`src/rtl/etapa_fetch.sv`:
```
// Instruction-fetch stage: PC, word-addressed program memory and the
// registered instruction word feeding the single-cycle datapath.
module etapa_fetch #(
  parameter int unsigned ADDR_W    = 5,
  parameter logic [31:0] RESET_PC  = 32'h0000_0000,
  parameter logic [31:0] HALT_WORD = 32'hFFFF_FFFF
) (
  input  logic              clk,
  input  logic              rst_n,
  input  logic              start,
  input  logic              stall,
  input  logic              redirect_en,
  input  logic [31:0]       redirect_pc,
  input  logic              prog_we,
  input  logic [ADDR_W-1:0] prog_addr,
  input  logic [31:0]       prog_data,
  output logic [31:0]       instruccion,
  output logic              inst_valid,
  output logic [31:0]       pc_out,
  output logic [31:0]       pc_plus4,
  output logic              halted,
  output logic              busy
);

  localparam int unsigned DEPTH = 1 << ADDR_W;

  localparam logic [1:0] S_IDLE  = 2'd0;
  localparam logic [1:0] S_FETCH = 2'd1;
  localparam logic [1:0] S_STALL = 2'd2;
  localparam logic [1:0] S_HALT  = 2'd3;

  logic [1:0]  state_q, state_d;
  logic [31:0] pc_q, pc_d;
  logic [31:0] instr_q, instr_d;
  logic [31:0] pco_q, pco_d;
  logic        valid_q, valid_d;
  logic        halt_q, halt_d;

  logic [31:0] mem_q [DEPTH];
  logic [31:0] word;
  logic        mem_we;
  logic        unused_rpc;

  // Higher PC bits alias onto the small memory.
  assign word       = mem_q[pc_q[ADDR_W+1:2]];
  assign mem_we     = (state_q == S_IDLE) && prog_we;
  assign unused_rpc = ^redirect_pc[1:0];

  // Program memory keeps its contents across reset.
  always_ff @(posedge clk) begin
    if (mem_we) begin
      mem_q[prog_addr] <= prog_data;
    end
  end

  always_comb begin
    state_d = state_q;
    pc_d    = pc_q;
    instr_d = instr_q;
    pco_d   = pco_q;
    valid_d = valid_q;
    halt_d  = halt_q;
    unique case (state_q)
      S_IDLE: begin
        if (start) begin
          state_d = S_FETCH;
        end
      end
      S_FETCH, S_STALL: begin
        if (redirect_en) begin
          pc_d    = {redirect_pc[31:2], 2'b00};
          instr_d = '0;
          valid_d = 1'b0;
          state_d = S_FETCH;
        end else if (stall) begin
          state_d = S_STALL;
        end else if (word == HALT_WORD) begin
          instr_d = '0;
          valid_d = 1'b0;
          halt_d  = 1'b1;
          state_d = S_HALT;
        end else begin
          instr_d = word;
          pco_d   = pc_q;
          valid_d = 1'b1;
          pc_d    = pc_q + 32'd4;
          state_d = S_FETCH;
        end
      end
      S_HALT: begin
        state_d = S_HALT;
      end
    endcase
  end

  always_ff @(posedge clk or negedge rst_n) begin
    if (!rst_n) begin
      state_q <= S_IDLE;
      pc_q    <= RESET_PC;
      instr_q <= '0;
      pco_q   <= '0;
      valid_q <= 1'b0;
      halt_q  <= 1'b0;
    end else begin
      state_q <= state_d;
      pc_q    <= pc_d;
      instr_q <= instr_d;
      pco_q   <= pco_d;
      valid_q <= valid_d;
      halt_q  <= halt_d;
    end
  end

  assign instruccion = instr_q;
  assign inst_valid  = valid_q;
  assign pc_out      = pco_q;
  assign pc_plus4    = pco_q + 32'd4;
  assign halted      = halt_q;
  assign busy        = (state_q == S_FETCH) || (state_q == S_STALL);

endmodule

```
`config.mk`:
```
export PLATFORM = sky130hd
export DESIGN_NAME = etapa_fetch
export DESIGN_NICKNAME = d
export VERILOG_FILES = /design/src/rtl/etapa_fetch.sv
export SDC_FILE = /design/constraint.sdc
export NUM_CORES = 1
export LEC_CHECK = 0
export CAP_MARGIN = 20
export CORE_MARGIN = 2
export CORE_UTILIZATION = 55
export DETAILED_ROUTE_END_ITERATION = 12
export PLACE_DENSITY = 0.84
export SYNTH_ARGS = -nofsm -noshare
export SYNTH_HDL_FRONTEND = slang
export SYNTH_SLANG_ARGS = --single-unit
```
`constraint.sdc`:
```
create_clock -name clk -period 3 [get_ports clk]
set_input_delay 0.75 -clock clk [delete_from_list [all_inputs] [get_ports clk]]
set_output_delay 0.75 -clock clk [all_outputs]
set_load 0.02 [all_outputs]
```
# Word-level counts from Yosys, hierarchy flattened
# Memory sizes are Yosys's and may differ from the RTL's.
# Index checks and enable logic that the tools add are counted.
# op_classes
muxes	16
eq_ne	7
n_addsub	2
bitwise	3
n_reduce_logical	8
# ops
cell	n
two-way mux 32 bit	6
adder 32 x 3 -> 32 bit, second input constant	2
equality test 32 bit, second input constant	1
two-way mux 2 bit	4
AND reduction 4 bit	2
case mux 2 bit (3 select lines)	1
two-way mux 1 bit	5
equality test 2 bit, second input constant	2
inequality test 2 bit, second input constant	2
NOT 1 bit	3
AND reduction 3 bit	1
equality test 2 x 1 -> 1 bit, second input constant	1
zero test 2 bit	1
inequality test 2 x 1 -> 1 bit, second input constant	1
AND reduction 2 bit	1
OR reduction 2 bit	1
logical AND 1 bit	1
logical OR 1 bit	1
# word_totals
elab_cells	43
regBits	100
ramBits	1024
memories	1
# memory_table
name	depth	word_bits	rd	rd_ports_with_merged_regs	write_ports	line	text
mem_q	32	32	1	0	1	39	logic [31:0] mem_q [DEPTH];

# Depth between registers and ports, before layout
# An unclocked memory read counts as a cell.
# logic_depth
depth_word	6
mapped_depth	17

# Worst setup path after synthesis
# OpenSTA, ideal clock, no wires.
# synth_timing
path_type	register to register
startpoint	reg pc_q[3]
endpoint	reg pco_q[10], in the netlist pc_out[10]
t_required_ps	2875
setup_slack_ps	-183
path_stages_with_launch	15
path_buffers	6
period_less_slack_ps	3183
arrival_ps	3058
path_cell_list	dfrtp_1 buf_4 buf_4 buf_2 buf_2 mux4_2 and2_1 nor4_2 a21oi_1 and4_1 and3_1 buf_6 nor2_2 buf_6 mux2_4
# synth_between
elab_chain_len	4
# synth_lines
item	line	text
from (decl)	33	logic [31:0] pc_q, pc_d;
from (signal assigned)	106	pc_q <= pc_d;
memory read (32 x 32 bit)	n/a	
equality test 32 bit	77	end else if (word == HALT_WORD) begin
NOT 1 bit (no source line)	n/a	
AND reduction 4 bit (no source line)	n/a	
to (signal assigned)	108	pco_q <= pco_d;
to (decl)	35	logic [31:0] pco_q, pco_d;
# No other way between the ends.
# A chain may end at the register's enable or synchronous reset.

# Worst setup path after layout
# layout_timing
startpoint	reg pc_q[2]
endpoint	reg pc_q[11]
# layout_between
elab_chain_len	4
word_cells_on_any_way	8
classes_between	add/sub: 1; eq/ne: 2; mux: 3; reduce/logical: 1; memory: 1
# layout_lines
item	line
memory read (32 x 32 bit) / adder 32 x 3 -> 32 bit (equally long branches)	n/a
equality test 32 bit / two-way mux 32 bit (equally long branches)	77
inequality test 2 bit (no source line) / two-way mux 32 bit (equally long branches)	n/a
AND reduction 3 bit (no source line) / two-way mux 32 bit (equally long branches)	n/a
# Several ways; a longest one is shown, not always the timed one. The select of a mux whose other input is x is not followed.

==> flow_summary_export.csv <==
group,metric,value,unit
logic_synthesis,avgSynthCellArea,18.9,um2
finish,fillCellCount,4313,
hold_path,hold_depth,2,
worst_setup_path,critPathKind,"reg2reg",
hold_path,min_to,"instruccion[16]$_DFFE_PN0P_",
clock_network,numCtsBuffers,105,
placement,post-place-ws,-992,ps
global_routing,grt_max_degree,61,
placement,portBuffers,167,
die,core_area,80400,um2
logic_synthesis,synthCells,2363,
timing,clock-skew-final,54.0,ps
logic_synthesis,netlist_area,44600,um2
die,die_x,289,um
logic_synthesis,ys_ff_latch,1120,
routing,postRouteAntennaNets,0,
outcome,outcome,"finished, violations left",
clock_network,cts_tree,"done",
placement,post-dp-hpwl,77.3,mm
routing,routed_via_density,7.10,
die,die_h,289,um
die,ios,174,
timing,finalHoldViolations,0,
timing,fin_ws,-892,ps
routing,met1_length,45.2,mm
pwr,leakagePower,19.6,nW
clock_network,clockBufferDepth,3,
finish,areaGrowthSynthToFinish,27.1,%
timing,setup_viol,117,
finish,final_core_util,70.5,%
die,row_count,104,
routing,wl,152,mm
routing,first_iter_violations,4698,
global_routing,track_usage,34.7,%
logic_synthesis,synthArstFlopShare,8.57,%
worst_setup_path,endpoint_kind,"register",
global_routing,grt_pass1_vias,28775,
global_routing,gr-total-overflow,0,
worst_setup_path,crit_arrival,4510,ps
routing,drcViolationCount,0,
logic_synthesis,synth_ff_type,"edfxtp_1",
worst_setup_path,rr_worst_depth,15,
worst_setup_path,worstPathMaxFanout,9,
hold_path,hold_path.class,"reg2reg",
routing,wl_per_cell,37.1,um
placement,routabilityCongestion,0.931,
clock_network,clkTransAtPathRegs,70,ps
flow_run,maxCapViolCount,0,
timing,slew_headroom,28.1,%
logic_synthesis,yosysWarnings,0,
logic_synthesis,synthDistinctLibCells,70,
clock_network,insertion_delay,730,ps
logic_synthesis,synth_edf_count,1024,
worst_setup_path,r2r_end,"pc_q[11]$_DFFE_PN0P_",
finish,mostFrequentLayoutCells,"edfxtp_1, buf_4, mux4_2, mux2i_1, clkdlybuf4s50_1",
clock_network,numClockSinks,1120,
timing,tightest_slew,1070,ps
worst_setup_path,cp-start-kind,"register",
outcome,violations,"negative setup slack",
timing,fin_crit,3890,ps
hold_path,worstHoldStart,"instruccion[16]$_DFFE_PN0P_",
worst_setup_path,required,3620,ps
die,dieArea,83400,um2
pwr,ir_drop,692,uV
finish,nNetsFinal,3023,
finish,drive_gt1_share,35.4,%
routing,vias,29055,
pwr,p_total,56.9,mW
timing,fmax,0.257,GHz
routing,wl_met3,22.6,mm
worst_setup_path,reg2reg_from,"pc_q[2]$_DFFE_PN0P_",
timing,holdWs,481,ps
timing,rsz0062_at_grt,"true",
clock_network,cts_root_buffer,"clkbuf_16",
timing,fin_setup_tns,-76150,ps
worst_setup_path,rrSetupSlack,-890,ps
pwr,power_density,1000,nW/um2
logic_synthesis,yosysSeqAreaShare,74.3,%
timing,fin_crit_sh,130,%
routing,dr.pass1.iters,8,
clock_network,htreeDepth,3,
die,start_util,55.5,%
global_routing,grt_pass1_wl,204,mm
timing,slew_viol_final,0,
finish,final_common_cell,"edfxtp_1",
routing,dr_wl_met2,70.7,mm
routing,top_layer,"met5",
global_routing,antenna_found_initial,5,
[how the worst max path moves through the flow]
stage | depth (start not counted) | slack [ps] | to | from
after CTS | 15 | -600 | pc_q[14]$_DFFE_PN0P_ | pc_q[2]$_DFFE_PN0P_
after global routing | 17 | -880 | pc_q[21]$_DFFE_PN0P_ | pc_q[2]$_DFFE_PN0P_
final | 15 | -890 | pc_q[11]$_DFFE_PN0P_ | pc_q[2]$_DFFE_PN0P_
after global placement | 15 | -850 | pc_out[28]$_DFFE_PN0P_ | pc_q[3]$_DFFE_PN0P_
after detailed placement | 14 | -990 | pc_out[30]$_DFFE_PN0P_ | pc_q[3]$_DFFE_PN0P_
after floorplan | 14 | -130 | pc_out[10]$_DFFE_PN0P_ | pc_q[2]$_DFFE_PN0P_
[critical path, stage by stage, from the launching register on]
cell and delay, ps:
dfrtp_4 530, buf_12 160, buf_12 130, buf_16 150, buf_4 210, mux2i_1 260, o22ai_1 180, a211o_1 340
o22ai_4 290, nor4_1 100, and4_4 220, and3_4 220, buf_4 140, buf_6 120, or4_4 510, a211oi_2 210
[layer usage]
metal  GRT usage (%)  vias up
met4            22.5        6
met5               0        -
li1                -    10822
met1            42.1    14147
met3            9.42      897
met2            55.3     3183
[state kept, by name, indices dropped and copies added, names as in the netlist]
name and flops:
halted 1, inst_valid 1, instruccion 32, mem_q 1024, pc_out 30, pc_q 30, state_q 2
[where the power goes]
group	leakage [nW]	internal [mW]	switching, mW
registers	10.4	17.8	0.782
logic	7.56	11.3	13.3
clock network	1.68	7.54	6.24
[synthesized netlist by cell type (23+ instances only)]
master	instances	area (um2)
o21ai_0	54	270
a22oi_1	29	218
xnor2_1	23	201
nand2_1	98	368
nor2_1	89	334
o22ai_1	61	382
mux2i_1	161	1610
a211oi_1	25	188
nand3_1	31	155
mux4_2	181	4080
buf_2	46	230
clkbuf_1	48	180
dfrtp_1	96	2400
edfxtp_1	1024	30700
o221ai_1	30	263
a21oi_1	44	220
[logic make-up after synthesis]
logic type | after synthesis | synth area share, %
AO/OA/AOI/OAI | 345 | 5.45
XOR/XNOR | 28 | 0.550
adder cells (fa/ha/maj) | 5 | 0.140
buffers and inverters | 154 | 2.08
flip-flops | 1120 | 74.3
multiplexers | 378 | 13.8
other | 1 | 0.00841
AND/OR/NAND/NOR | 332 | 3.60
[per-stage QoR]
step,cells,instance area (um2)
2_1_floorplan,2366,44800
3_5_place_dp,3802,50800
5_1_grt,4090,56700
3_3_place_gp,3802,50800
4_1_cts,4064,55800
6_report,4090,56700
[final cells by class]
cell class	count	area (um2)	area share [%]
repair buffers	613	6630	11.7
well taps	1060	1330	2.34
inverters	11	45.0	0.0795
multi-input cells	1092	12100	21.3
flip-flops and latches	1120	33200	58.5
clock inverters	57	613	1.08
clock buffers	135	2820	4.98
diodes	2	5.00	0.00883
[what timing repair did]
item	CTS	global route
setup endpoints to repair	122	120
gates cloned	5	4
gates resized for setup	263	190
hold buffers	1	0
endpoints found under the hold margin	5	0
buffers inserted	67	27
pin swaps	63	65
(Power assumes the default switching activity.)
